<file path="config.mk">
export PLATFORM = sky130hd
export DESIGN_NAME = rv_mul_res
export DESIGN_NICKNAME = d
export VERILOG_FILES = /design/src/rtl/rv_mul_res_pkg.sv /design/src/rtl/rv_mul_res_sel.sv /design/src/rtl/rv_mul_res.sv
export SDC_FILE = /design/constraint.sdc
export NUM_CORES = 1
export LEC_CHECK = 0
export CORE_ASPECT_RATIO = 1.4
export CORE_MARGIN = 4
export CORE_UTILIZATION = 54
export DETAILED_ROUTE_END_ITERATION = 6
export GPL_ROUTABILITY_DRIVEN = 1
export PLACE_DENSITY = 0.9
export SYNTH_ARGS = -nofsm -noshare
export SYNTH_HDL_FRONTEND = slang
export SYNTH_SLANG_ARGS = --single-unit
export TNS_END_PERCENT = 50
</file>
<file path="constraint.sdc">
create_clock -name clk -period 9.95 [get_ports clk]
set_clock_uncertainty 0.05 [all_clocks]
set_input_delay 1.99 -clock clk [delete_from_list [all_inputs] [get_ports clk]]
set_output_delay 1.99 -clock clk [all_outputs]
set_load 0.005 [all_outputs]
</file>
<file path="src/rtl/rv_mul_res_pkg.sv">
// Shared widths and operation encodings for the multiplier result stage.
package rv_mul_res_pkg;

  localparam int MUL_XLEN   = 64;
  localparam int MUL_TAG_W  = 5;
  localparam int MUL_TYPE_W = 3;

  // Same encoding the upstream multiplier array uses.
  localparam logic [MUL_TYPE_W-1:0] MUL_MUL_TYPE    = 3'd0;
  localparam logic [MUL_TYPE_W-1:0] MUL_MULH_TYPE   = 3'd1;
  localparam logic [MUL_TYPE_W-1:0] MUL_MULHSU_TYPE = 3'd2;
  localparam logic [MUL_TYPE_W-1:0] MUL_MULHU_TYPE  = 3'd3;
  localparam logic [MUL_TYPE_W-1:0] MUL_MULW_TYPE   = 3'd4;

endpackage

</file>
<file path="src/rtl/rv_mul_res_sel.sv">
// Combinational partial-product sum and RISC-V M-extension result select.
module rv_mul_res_sel
  import rv_mul_res_pkg::*;
#(
  parameter int XLEN = MUL_XLEN
) (
  input  logic [MUL_TYPE_W-1:0] mul_type,
  input  logic [2*XLEN-1:0]     part0,
  input  logic [2*XLEN-1:0]     part1,
  output logic [XLEN-1:0]       res
);

  // MULW exists only on RV64; on RV32 it falls into the "unknown type" path.
  localparam bit HAS_W = (XLEN == 64);

  logic [2*XLEN-1:0] sum;
  logic [XLEN-1:0]   w_res;

  // Carry out of the top bit is intentionally dropped.
  assign sum = part0 + part1;

  assign w_res[31:0] = sum[31:0];

  // Sign-extension of the 32-bit word result; empty loop when XLEN is 32.
  for (genvar gi = 32; gi < XLEN; gi++) begin : g_wext
    assign w_res[gi] = sum[31];
  end

  // Pick the low or high half; signedness was already folded into the partials.
  always_comb begin
    res = '0;
    case (mul_type)
      MUL_MUL_TYPE:    res = sum[XLEN-1:0];
      MUL_MULH_TYPE,
      MUL_MULHSU_TYPE,
      MUL_MULHU_TYPE:  res = sum[2*XLEN-1:XLEN];
      MUL_MULW_TYPE:   res = HAS_W ? w_res : '0;
      default:         res = '0;
    endcase
  end

endmodule

</file>
<file path="src/rtl/rv_mul_res.sv">
// Two-stage multiplier result pipeline: capture partials, then sum/select into
// a held output register, with valid/ready on both sides and a flush kill.
module rv_mul_res
  import rv_mul_res_pkg::*;
#(
  parameter int XLEN  = MUL_XLEN,
  parameter int TAG_W = MUL_TAG_W
) (
  input  logic                  clk,
  input  logic                  rst,
  input  logic                  flush,
  input  logic                  in_valid,
  output logic                  in_ready,
  input  logic [MUL_TYPE_W-1:0] mul_type,
  input  logic [TAG_W-1:0]      in_tag,
  input  logic [2*XLEN-1:0]     part_mul_res0,
  input  logic [2*XLEN-1:0]     part_mul_res1,
  output logic                  out_valid,
  input  logic                  out_ready,
  output logic [XLEN-1:0]       out_data,
  output logic [TAG_W-1:0]      out_tag,
  output logic                  busy
);

  logic                  s1_valid;
  logic [2*XLEN-1:0]     s1_part0;
  logic [2*XLEN-1:0]     s1_part1;
  logic [MUL_TYPE_W-1:0] s1_type;
  logic [TAG_W-1:0]      s1_tag;
  logic                  s2_valid;
  logic [XLEN-1:0]       sel_res;
  logic                  s2_adv;
  logic                  accept;

  // S1 moves into S2 whenever S2 is empty or is being drained this cycle.
  assign s2_adv    = s1_valid & (~s2_valid | out_ready);
  assign in_ready  = ~flush & (~s1_valid | s2_adv);
  assign accept    = in_valid & in_ready;
  assign out_valid = s2_valid;
  assign busy      = s1_valid | s2_valid;

  rv_mul_res_sel #(.XLEN(XLEN)) u_sel (
    .mul_type (s1_type),
    .part0    (s1_part0),
    .part1    (s1_part1),
    .res      (sel_res)
  );

  // S1 payload needs no reset: it is only observed while s1_valid is set.
  always_ff @(posedge clk) begin
    if (accept) begin
      s1_part0 <= part_mul_res0;
      s1_part1 <= part_mul_res1;
      s1_type  <= mul_type;
      s1_tag   <= in_tag;
    end
  end

  // Valid bits and output register; output payload only changes on an advance.
  always_ff @(posedge clk) begin
    if (rst) begin
      s1_valid <= 1'b0;
      s2_valid <= 1'b0;
      out_data <= '0;
      out_tag  <= '0;
    end else if (flush) begin
      s1_valid <= 1'b0;
      s2_valid <= 1'b0;
    end else begin
      if (accept) begin
        s1_valid <= 1'b1;
      end else if (s2_adv) begin
        s1_valid <= 1'b0;
      end
      if (s2_adv) begin
        s2_valid <= 1'b1;
        out_data <= sel_res;
        out_tag  <= s1_tag;
      end else if (out_ready) begin
        s2_valid <= 1'b0;
      end
    end
  end

endmodule

</file>
Word level (Yosys, flattened, before mapping):

Index checks and enable logic that the tools add are counted.

* add/sub/neg operators: 1
* equal/unequal tests: 4
* muxes and demuxes: 5
* bitwise operators: 9
* reduce and logical (&&, ||, !) cells: 6

Operators with widths (count)
* 64-bit one-hot mux with 3 select lines: 1
* 128-bit adder: 1
* 3-bit by 2-bit equality test with 1-bit output, second input constant: 2
* 1-bit 2-to-1 mux: 4
* 2-bit nonzero test: 2
* 1-bit AND: 3
* 3-bit by 1-bit equality test with 1-bit output, second input constant: 1
* 3-bit equality test, second input constant: 1
* 3-bit logical NOT: 1
* 1-bit inverter: 3
* 1-bit OR: 3
* 3-bit OR reduction: 1
* 2-bit AND reduction: 1
* 2-bit OR reduction: 1

* register bits: 335
* input port bits: 269
* output and inout port bits: 72

Longest topological paths before layout:

Gate-level depths: netlist (run 1).

* depth in word-level cells: 7
* gate-level depth with buffers: 14
* gate-level depth less buffers: 14

Hierarchy:

A second synthesis (run 1) with hierarchy kept.

* cells, all modules: 2125
* area, all modules: 20946.3 um2

By module, submodules not included
* rv_mul_res: instances 1, cells an instance 574, area each 11100.6 um2, seq. area each 9349.0 um2
* rv_mul_res_sel: instances 1, cells an instance 1551, area each 9845.7 um2, seq. area each 0.0 um2

Worst setup path after synthesis (run 1):

Ideal clock, no wire load.

* kind: in2reg
* start: input out_ready
* end: register s1_part0[0], enable pin
* arrival time: 8.300 ns
* setup slack: 0.941 ns
* stages on the path: 3
* buffers on the path: 0
* cell sequence: nor2b_1 -> a21oi_1 -> and2_1

* word-level cells in the longest chain between the ends: 5

RTL lines
* start, declared: line rv_mul_res.sv:19 `input logic out_ready,`
* 1-bit OR: line rv_mul_res.sv:36 `assign s2_adv = s1_valid & (~s2_valid | out_ready);`
* 1-bit AND: line rv_mul_res.sv:36
* 1-bit OR: line rv_mul_res.sv:37 `assign in_ready = ~flush & (~s1_valid | s2_adv);`
* 1-bit AND: line rv_mul_res.sv:37
* named net in_ready: line rv_mul_res.sv:13 `output logic in_ready,`
* 1-bit AND: line rv_mul_res.sv:38 `assign accept = in_valid & in_ready;`
* named net accept: line rv_mul_res.sv:33 `logic accept;`
* end signal, assigned: line rv_mul_res.sv:52 `s1_part0 <= part_mul_res0;`
* end, declared: line rv_mul_res.sv:26 `logic [2*XLEN-1:0] s1_part0;`

The timed path passes the listed nets, and every way through them passes these cells.
A chain may end at the register's enable or synchronous reset.

Worst setup path after layout (run 1):

* start: input out_ready
* end: output in_ready

* word-level cells in the longest chain between the ends: 4

RTL lines (line)
* 1-bit OR: rv_mul_res.sv:36
* 1-bit AND: rv_mul_res.sv:36
* 1-bit OR: rv_mul_res.sv:37
* 1-bit AND: rv_mul_res.sv:37
* end, declared: rv_mul_res.sv:13

Every way passes these cells.

==> results of run 1 <==
-- layer usage --
layer  track usage  up-vias  wire length [um]
li1              -     8292                 -
met1         0.396     8697             25200
met2         0.617     1029             36500
met3        0.0670      254              6030
met4         0.192        4              4820
met5             0        -                28
-- cell type report --
cell class                      instances  share of cell area
Sequential cell                       335               0.378
Multi-Input combinational cell       1549               0.404
Clock inverter                         19             0.00729
Tap cell                              467              0.0236
Timing Repair Buffer                  347               0.140
Antenna cell                            1            0.000101
Inverter                               46             0.00698
Clock buffer                           42              0.0391
-- state kept, by name (all words and copies together) (netlist names) --
signal,count
s1_tag,5
s1_valid,1
s1_part1,128
s1_type,3
out_valid,1
out_data,64
out_tag,5
s1_part0,128
-- layout by cell type, fill, tap and decap left out, types with 18 or more instances in the layout --
| master | n |
|---|---|
| sky130_fd_sc_hd__clkbuf_16 | 38 |
| sky130_fd_sc_hd__xnor2_1 | 68 |
| sky130_fd_sc_hd__inv_1 | 48 |
| sky130_fd_sc_hd__clkdlybuf4s50_1 | 340 |
| sky130_fd_sc_hd__ha_1 | 127 |
| sky130_fd_sc_hd__a221oi_1 | 25 |
| sky130_fd_sc_hd__nor2_1 | 154 |
| sky130_fd_sc_hd__a21o_1 | 62 |
| sky130_fd_sc_hd__nor3_1 | 39 |
| sky130_fd_sc_hd__o21ai_0 | 140 |
| sky130_fd_sc_hd__dfxtp_1 | 71 |
| sky130_fd_sc_hd__and3_1 | 18 |
| sky130_fd_sc_hd__o21a_1 | 28 |
| sky130_fd_sc_hd__o21bai_1 | 38 |
| sky130_fd_sc_hd__nand4_1 | 64 |
| sky130_fd_sc_hd__nand2_1 | 201 |
| sky130_fd_sc_hd__a31oi_1 | 21 |
| sky130_fd_sc_hd__a22oi_1 | 22 |
| sky130_fd_sc_hd__edfxtp_1 | 264 |
| sky130_fd_sc_hd__nand3_1 | 30 |
| sky130_fd_sc_hd__a21oi_1 | 237 |
| sky130_fd_sc_hd__xor2_1 | 39 |
-- per-stage QoR --
step / setup slack (ps) / util
detailed placement: 4270 / 0.645
global placement: 4530 / 0.645
CTS: 4560 / 0.676
finish: 4540 / 0.676
global route: 4430 / 0.676
floorplan: 941 / -
-- cell usage after synthesis (all sizes together), types with 8 or more instances --
| master | n | area (um2) |
|---|---|---|
| nand4 | 65 | 413 |
| or3 | 8 | 50.1 |
| a21oi | 237 | 1190 |
| and2 | 11 | 68.8 |
| o21a | 29 | 225 |
| dfxtp | 71 | 1420 |
| o211ai | 11 | 87.6 |
| o221ai | 10 | 87.6 |
| a211oi | 14 | 110 |
| nand3 | 30 | 150 |
| edfxtp | 264 | 7930 |
| inv | 46 | 173 |
| nand2 | 202 | 761 |
| nor2 | 154 | 578 |
| a21o | 63 | 474 |
| a21boi | 13 | 97.6 |
| ha | 127 | 1590 |
| o22ai | 13 | 81.3 |
| a22oi | 22 | 165 |
| o31ai | 9 | 67.6 |
| and3 | 18 | 113 |
| o21bai | 38 | 285 |
| a221o | 13 | 130 |
| clkbuf | 93 | 350 |
| xor2 | 39 | 342 |
| nor3 | 40 | 200 |
| a31oi | 22 | 144 |
| o21ai | 159 | 811 |
| xnor2 | 68 | 596 |
| buf | 9 | 52.6 |
| or2 | 12 | 75.1 |
| nor4 | 12 | 75.1 |
| a221oi | 25 | 219 |
-- path summary, 6_finish.rpt --
check        slack, ps                         to               startpoint  cells past startpoint
max               4540                   in_ready                out_ready                      4
min                420    out_tag[3]$_SDFFE_PP0P_  out_tag[3]$_SDFFE_PP0P_                      2
max reg2reg       5370  out_data[56]$_SDFFE_PP0P_   s1_part0[11]$_DFFE_PP_                     12
min reg2reg        420    out_tag[3]$_SDFFE_PP0P_  out_tag[3]$_SDFFE_PP0P_                      2
-- power by group through the flow --
stage               Clock [mW]  Combinational [mW]  Sequential [mW]
floorplan                    0               0.642             1.66
global placement             0                1.09             1.66
detailed placement           0                1.10             1.66
CTS                       1.34                1.10             1.64
global route              1.39                1.20             1.64
finish                    1.34                1.14             1.64
-- worst max-delay path, cell delays in order --
cell and delay, ps:
sky130_fd_sc_hd__clkdlybuf4s50_1 450, sky130_fd_sc_hd__nor2b_1 90, sky130_fd_sc_hd__a21oi_1 280, sky130_fd_sc_hd__clkdlybuf4s50_1 550
-- cells by family (layout without fill, tap and decap cells) --
group	count (synthesis)	after routing
AO/OA/AOI/OAI	727	727
XOR/XNOR	107	107
adder cells (fa/ha/maj)	128	128
buffers and inverters	148	454
flip-flops	335	335
multiplexers	6	6
other	0	1
AND/OR/NAND/NOR	581	581
==> run metrics, run 1 <==
outcome completed; IO Pins approximately 340; residual antenna-violating net count after detailed routing 0; DRC Markers 0; sink count of the clock tree 335; synthesized-area fraction occupied by ao, oa, aoi and oai cells 0.235; worst min-delay path class reg2reg; number of buffers added for setup after CTS 0; number of setup violations in the final report 0; via density per instance ~6.5; arrival time worst endpoint 3370 ps; Critical Path Start Type input port; Max-Cap Viols 0; wire length of the first global-routing pass 108000 um; xor/xnor cell area share of the yosys netlist 0.0471; effective utilization at floorplan 0.545; total detailed-routing wirelength just over 70000 um; worst path required time a little under 8000 ps; antenna violations before repair 3; number of global-route vias before repair about 18k; post-synthesis instance area 19900 um2; number of hold violations in the final report 0; maximum fanout encountered on the critical timing path 5; sw power between 1 and 1.5 mW; maximum number of pins on one net before global-route repair approximately 150; number of instances in the synthesized netlist 2032; post-detailed-route wirelength per cell approximately 26 um; max-slew violation total from the final report 0; part of the total power dissipated in combinational logic 0.277; clock tree from TritonCTS yes; Leakage Power 9.00 nW; worst relative slew slack 0.203; setup repair after global routing missed its margin no; Reg clk slew, reported paths 60 ps; largest family of logic cells by synthesized area compound AO/OA/AOI/OAI gates; Initial DRT Pass Iterations 6; post-layout minimum cycle time approximately 5400 ps; nets@finish roughly 2.7k; Yosys reg bits between 300 and 400; P per Cell Area 166 nW/um2; gpl congestion 1.07; buffer cell driving the clock tree root sky130_fd_sc_hd__clkbuf_16; share of power burned in the clock network 0.325; Fillers ~2.8k; GR Util All Layers 0.351; CORE AREA 36600 um2; Bufs on Longest Clock Path 3; dominant synthesized flop cell sky130_fd_sc_hd__edfxtp_1; fmax 185 MHz; later-pin clock latency in the skew report ~550 ps; nature of the critical path endpoint primary output; Port Buffer Count 340; number of enable flip-flop cells after synthesis around 260; area share of and/or/nand/nor cells after synthesis 0.136; Synth Area per Inst 9.80 um2; cell area reported after detailed placement between 20000 and 25000 um2; Critical Setup Path Class in2out; Syn. warnings 0; area of the multi-input gates 10000 um2; net switching fraction of the power 0.323; share of synthesized area spent on multiplexers 0.00308; hold buffer count at CTS 0; share of synthesized registers carrying an async set or reset 0; peak ir drop on the vdd network 0.253 mV; net count after synthesis 2429; TritonCTS buffer count 34; full die area around 40000 um2; final std cells w/o fill 2806; flip-flop and latch area 9350 um2; total half-perimeter wirelength after legalization and detailed placement 58300 um; final sum of negative setup slack 0 ps; Reg power frac 0.398; part of the Yosys area used for sequential elements 0.470; Vert. Die Dim 235 um; number of rows in the core area 83; H-tree levels 2; die extent in x 170 um; post_cts resized 0; Finished Cell Area 24700 um2; synthesized-area fraction occupied by adder cells 0.0808; P_int approximately 2.8 mW; final worst-path cycle share 0.544; PnR Total Power 4.11 mW; Placed Instances 2744; global-route congestion overflow total 0; DR iter-0 viols 1990; count of unique library cells instantiated by Yosys 87; area added between synthesis and finish 24.2%; worst hold slack 417 ps; worst slew pin tran 1190 ps; proportion of layout cells with a drive suffix above 1 0.0406; via count 18.3k
(Power assumes the default switching activity.)
==> run 2, diff against run 1 <==
Clock period 9.95 ns to 5.55 ns, I/O delays scaled along.
==> run metrics, run 2 (synthesis results as in run 1) <==
outcome finished with violations; failing checks DRC; proportion of layout cells with a drive suffix above 1 0.0492; global-route congestion overflow total 0; maximum fanout encountered on the critical timing path 5; commonest non-fill, non-tap cells in the layout sky130_fd_sc_hd__clkdlybuf4s50_1, sky130_fd_sc_hd__edfxtp_1, sky130_fd_sc_hd__a21oi_1, sky130_fd_sc_hd__nand2_1, sky130_fd_sc_hd__nor2_1; worst slew pin tran about 1200 ps; wire length of the first global-routing pass ~110000 um; final worst-path cycle share 0.801; area added between synthesis and finish 25.3%; Critical Setup Path Class reg2reg; share of power burned in the clock network 0.341; biggest cell delay along the critical path about 620 ps; number of global-route vias before repair 18.4k; commonest non-fill, non-tap cell in the layout sky130_fd_sc_hd__clkdlybuf4s50_1; Reg clk slew, reported paths 70 ps; Critical Path Start Type register; DRC Markers 2; Max-Cap Viols 0; number of setup violations in the final report 0; post-detailed-route wirelength per cell between 20 and 30 um; buffer cell driving the clock tree root sky130_fd_sc_hd__clkbuf_16; total detailed-routing wirelength 73000 um; Vert. Die Dim 235 um; Fillers 2773; total half-perimeter wirelength after legalization and detailed placement 59400 um; H-tree levels 2; gpl congestion 1.05; met1 wire length 25300 um; chain of cells forming the critical path ha_1 -> inv_1 -> fa_1 -> nand2b_1 -> a211oi_1 -> o211ai_1 -> a21oi_1 -> o2111ai_1 -> a21oi_1 -> a211oi_1 -> o41a_1 -> o21ai_1 -> mux2i_1 -> o22ai_1; Reg power frac 0.388; hold buffer count at CTS 0; maximum number of pins on one net before global-route repair 66; part of the total power dissipated in combinational logic 0.271; highest signal layer in the routed design met5; met3 routed WL approximately 6700 um; net switching fraction of the power 0.316; fmax ~230 MHz; Leakage Power 9.12 nW; residual antenna-violating net count after detailed routing 0; via density per instance approximately 6.5; worst relative slew slack 0.181; effective utilization at floorplan 0.545; final sum of negative setup slack 0 ps; DR iter-0 viols 2028; later-pin clock latency in the skew report 540 ps; arrival time worst endpoint 4770 ps; number of buffers added for setup after CTS 0; max-slew violation total from the final report 0; post-layout minimum cycle time 4440 ps; peak ir drop on the vdd network 0.462 mV; Largest regs s1_part0 (128), s1_part1 (128), out_data (64); flip-flop and latch area 9350 um2; GR Util All Layers 0.348; antenna violations before repair 1; nature of the critical path endpoint register; sink count of the clock tree 335; area of the multi-input gates 9990 um2; Initial DRT Pass Iterations 7; Bufs on Longest Clock Path 3; post_cts resized 0; number of rows in the core area 83; final std cells w/o fill between 2k and 3k; setup repair after global routing missed its margin no; die extent in x around 170 um; full die area 40100 um2; critical path's slowest cell sky130_fd_sc_hd__a21oi_1; CORE AREA approximately 37000 um2; nets@finish 2728; clock tree from TritonCTS yes; TritonCTS buffer count 35; worst min-delay path class reg2reg; Port Buffer Count 340; via count 18.4k; worst path required time roughly 5900 ps; IO Pins ~340; sw power 2.39 mW; Ant. Diodes 0; detailed-routed wire length on met2 36100 um; P per Cell Area between 300 and 400 nW/um2; Placed Instances 2761; number of hold violations in the final report 0; P_int 5.16 mW
[run 2: layout make-up]
class | count | share of cell area
multi-input cells | 1549 | 0.400
flip-flops and latches | 335 | 0.375
repair buffers | 364 | 0.145
clock buffers | 40 | 0.0376
well taps | 467 | 0.0234
clock inverters | 22 | 0.0124
inverters | 46 | 0.00692
[run 2: critical path: cells and delay by family (launching register included)]
kind | cells | cell delay (ps)
adder cells (fa/ha/maj) | 2 | 570
AO/OA/AOI/OAI | 9 | 2850
flip-flops | 1 | 340
multiplexers | 1 | 220
buffers and inverters | 1 | 60
AND/OR/NAND/NOR | 1 | 200
[run 2: final timing paths]
check                                from                         to  slack, ps  cells after the start
hold reg to reg   out_tag[2]$_SDFFE_PP0P_    out_tag[2]$_SDFFE_PP0P_        410                      2
hold / removal    out_tag[2]$_SDFFE_PP0P_    out_tag[2]$_SDFFE_PP0P_        410                      2
setup reg to reg    s1_part0[0]$_DFFE_PP_  out_data[58]$_SDFFE_PP0P_       1110                     14
setup / recovery    s1_part0[0]$_DFFE_PP_  out_data[58]$_SDFFE_PP0P_       1110                     14
[run 2: power by group through the flow]
stage	sequential, mW	clock [mW]	combinational (mW)
3_3_place_gp	2.97	0	1.96
2_1_floorplan	2.97	0	1.15
4_1_cts	2.93	2.60	1.99
3_5_place_dp	2.98	0	1.98
6_report	2.93	2.57	2.05
5_1_grt	2.94	2.69	2.16
[run 2: stage by stage]
stage | area, um2 | setup slack [ps] | power (mW) | hold WS, ps | util
2_1_floorplan | 19900 | 400 | 4.12 | 399 | -
3_3_place_gp | 23700 | 1110 | 4.94 | 392 | 0.649
3_5_place_dp | 23700 | 882 | 4.96 | 403 | 0.649
4_1_cts | 25000 | 1340 | 7.52 | 412 | 0.683
5_1_grt | 25000 | 992 | 7.78 | 438 | 0.683
6_report | 25000 | 1110 | 7.55 | 405 | 0.683
[run 2: metal layers]
layer / global-route usage / vias up
met3: 0.0801 / 273
li1: - / 8336
met1: 0.385 / 8744
met2: 0.609 / 1064
met5: 0 / -
met4: 0.194 / 2
==> run 3, diff against run 2 <==
Clock period 5.55 ns to 4.4 ns, I/O delays scaled along.
==> run metrics, run 3 (synthesis results as in run 1) <==
proportion of layout cells with a drive suffix above 1 0.0659; sink count of the clock tree roughly 340; Fillers 2797; Vert. Die Dim ~240 um; critical path's slowest cell sky130_fd_sc_hd__a2111oi_4; biggest cell delay along the critical path 510 ps; via density per instance between 6 and 7; IO Pins roughly 340; full die area 40100 um2; total half-perimeter wirelength after legalization and detailed placement 62100 um; via count around 19k; fmax 233 MHz; maximum number of pins on one net before global-route repair 87; Critical Path Start Type register; peak ir drop on the vdd network ~0.41 mV; chain of cells forming the critical path ha_1 -> inv_1 -> fa_1 -> nand2b_1 -> a211oi_1 -> o21bai_1 -> a21oi_1 -> o211ai_1 -> buf_4 -> a2111oi_4 -> buf_4 -> o2111ai_1 -> nand2_1 -> a31oi_1 -> xor2_1 -> o22ai_1; number of hold violations in the final report 0; P per Cell Area ~380 nW/um2; hold buffer count at CTS 0; nets@finish about 2.8k; post-layout minimum cycle time roughly 4300 ps; antenna violations before repair 1; DRC Markers 0; number of rows in the core area 83; worst slew pin tran 1070 ps; Port Buffer Count 340; Placed Instances around 2.8k; number of setup violations in the final report 0; final worst-path cycle share 0.974; final sum of negative setup slack 0 ps; commonest non-fill, non-tap cells in the layout sky130_fd_sc_hd__clkdlybuf4s50_1, sky130_fd_sc_hd__edfxtp_1, sky130_fd_sc_hd__a21oi_1, sky130_fd_sc_hd__nand2_1, sky130_fd_sc_hd__nor2_1; number of global-route vias before repair 18.5k; final std cells w/o fill 2864; Max-Cap Viols 0; maximum fanout encountered on the critical timing path 3; most numerous cell on the critical path sky130_fd_sc_hd__buf_4; Reg clk slew, reported paths ~60 ps; arrival time worst endpoint 4640 ps; buffer cell driving the clock tree root sky130_fd_sc_hd__clkbuf_16; die extent in x 170 um; worst path required time ~4800 ps; commonest non-fill, non-tap cell in the layout sky130_fd_sc_hd__clkdlybuf4s50_1; H-tree levels 2; wire length of the first global-routing pass 112000 um; gpl congestion 1.03; Largest regs s1_part0 (128), s1_part1 (128), out_data (64); Critical Setup Path Class reg2reg; Leakage Power between 9 and 10 nW; worst min-delay path class reg2reg; DR iter-0 viols roughly 2.1k; outcome completed; nature of the critical path endpoint register; later-pin clock latency in the skew report ~540 ps; CORE AREA 36600 um2; post-detailed-route wirelength per cell between 20 and 30 um; PnR Total Power 9.53 mW; residual antenna-violating net count after detailed routing 0; Ant. Diodes 0; clock tree from TritonCTS yes; total detailed-routing wirelength around 76000 um; area added between synthesis and finish 26.8%; effective utilization at floorplan 0.545; global-route congestion overflow total 0; setup repair after global routing missed its margin no; worst hold slack 407 ps; GR Util All Layers 0.368; Bufs on Longest Clock Path 3; worst relative slew slack 0.282; max-slew violation total from the final report 0; TritonCTS buffer count 34; Initial DRT Pass Iterations 7
-- run 3: changes by cell type in the layout (fill, tap and decap cells not counted), sizes merged --
cell	delta
bufinv	-2
buf	+42
clkbuf	+4
clkinvlp	-3
-- run 3: path summary, 6_finish.rpt --
kind	start	end	slack, ps	cells after the start
setup reg to reg	s1_part0[0]$_DFFE_PP_	out_data[60]$_SDFFE_PP0P_	110	16
setup / recovery	s1_part0[0]$_DFFE_PP_	out_data[60]$_SDFFE_PP0P_	110	16
hold reg to reg	out_tag[2]$_SDFFE_PP0P_	out_tag[2]$_SDFFE_PP0P_	410	2
hold / removal	out_tag[2]$_SDFFE_PP0P_	out_tag[2]$_SDFFE_PP0P_	410	2
-- run 3: final cells by class --
class                   count  area (um2)  share of cell area
repair buffers            406        3920               0.155
well taps                 467         584              0.0231
inverters                  46         173             0.00684
multi-input cells        1549       10000               0.397
clock buffers              44         963              0.0382
flip-flops and latches    335        9350               0.370
clock inverters            17         234             0.00927
-- run 3: per-layer routing --
metal / vias up / wire (um) / GRT usage
li1: 8410 / - / -
met1: 8903 / 26400 / 0.415
met2: 1053 / 38300 / 0.651
met3: 240 / 6200 / 0.0652
met4: 2 / 5140 / 0.198
met5: - / 13 / 0
-- run 3: repair_timing --
action / in CTS / in global routing
pin swaps: 0 / 0
endpoints found under the setup margin: 4 / 4
gates cloned: 0 / 0
setup buffers: 0 / 0
resized for setup: 1 / 3
endpoints found under the hold margin: 0 / 0
-- run 3: through the flow --
| step | setup slack, ps | cell area (um2) | utilization |
|---|---|---|---|
| after floorplan | 863 | 19900 | - |
| after global placement | -205 | 24000 | 0.657 |
| after detailed placement | -192 | 24000 | 0.657 |
| after CTS | 103 | 25200 | 0.690 |
| after global routing | 6.61 | 25200 | 0.691 |
| final | 113 | 25200 | 0.691 |
-- run 3: power by group --
| part | internal (mW) | total (mW) | switching (mW) |
|---|---|---|---|
| Combinational | 0.999 | 2.70 | 1.70 |
| Clock | 1.86 | 3.13 | 1.28 |
| Sequential | 3.62 | 3.70 | 0.0816 |
-- run 3: critical path: cells and delay by family (launching register included) --
kind | cells | cell delay, ps
XOR/XNOR | 1 | 360
buffers and inverters | 3 | 450
adder cells (fa/ha/maj) | 2 | 570
AND/OR/NAND/NOR | 2 | 470
flip-flops | 1 | 330
AO/OA/AOI/OAI | 8 | 1930
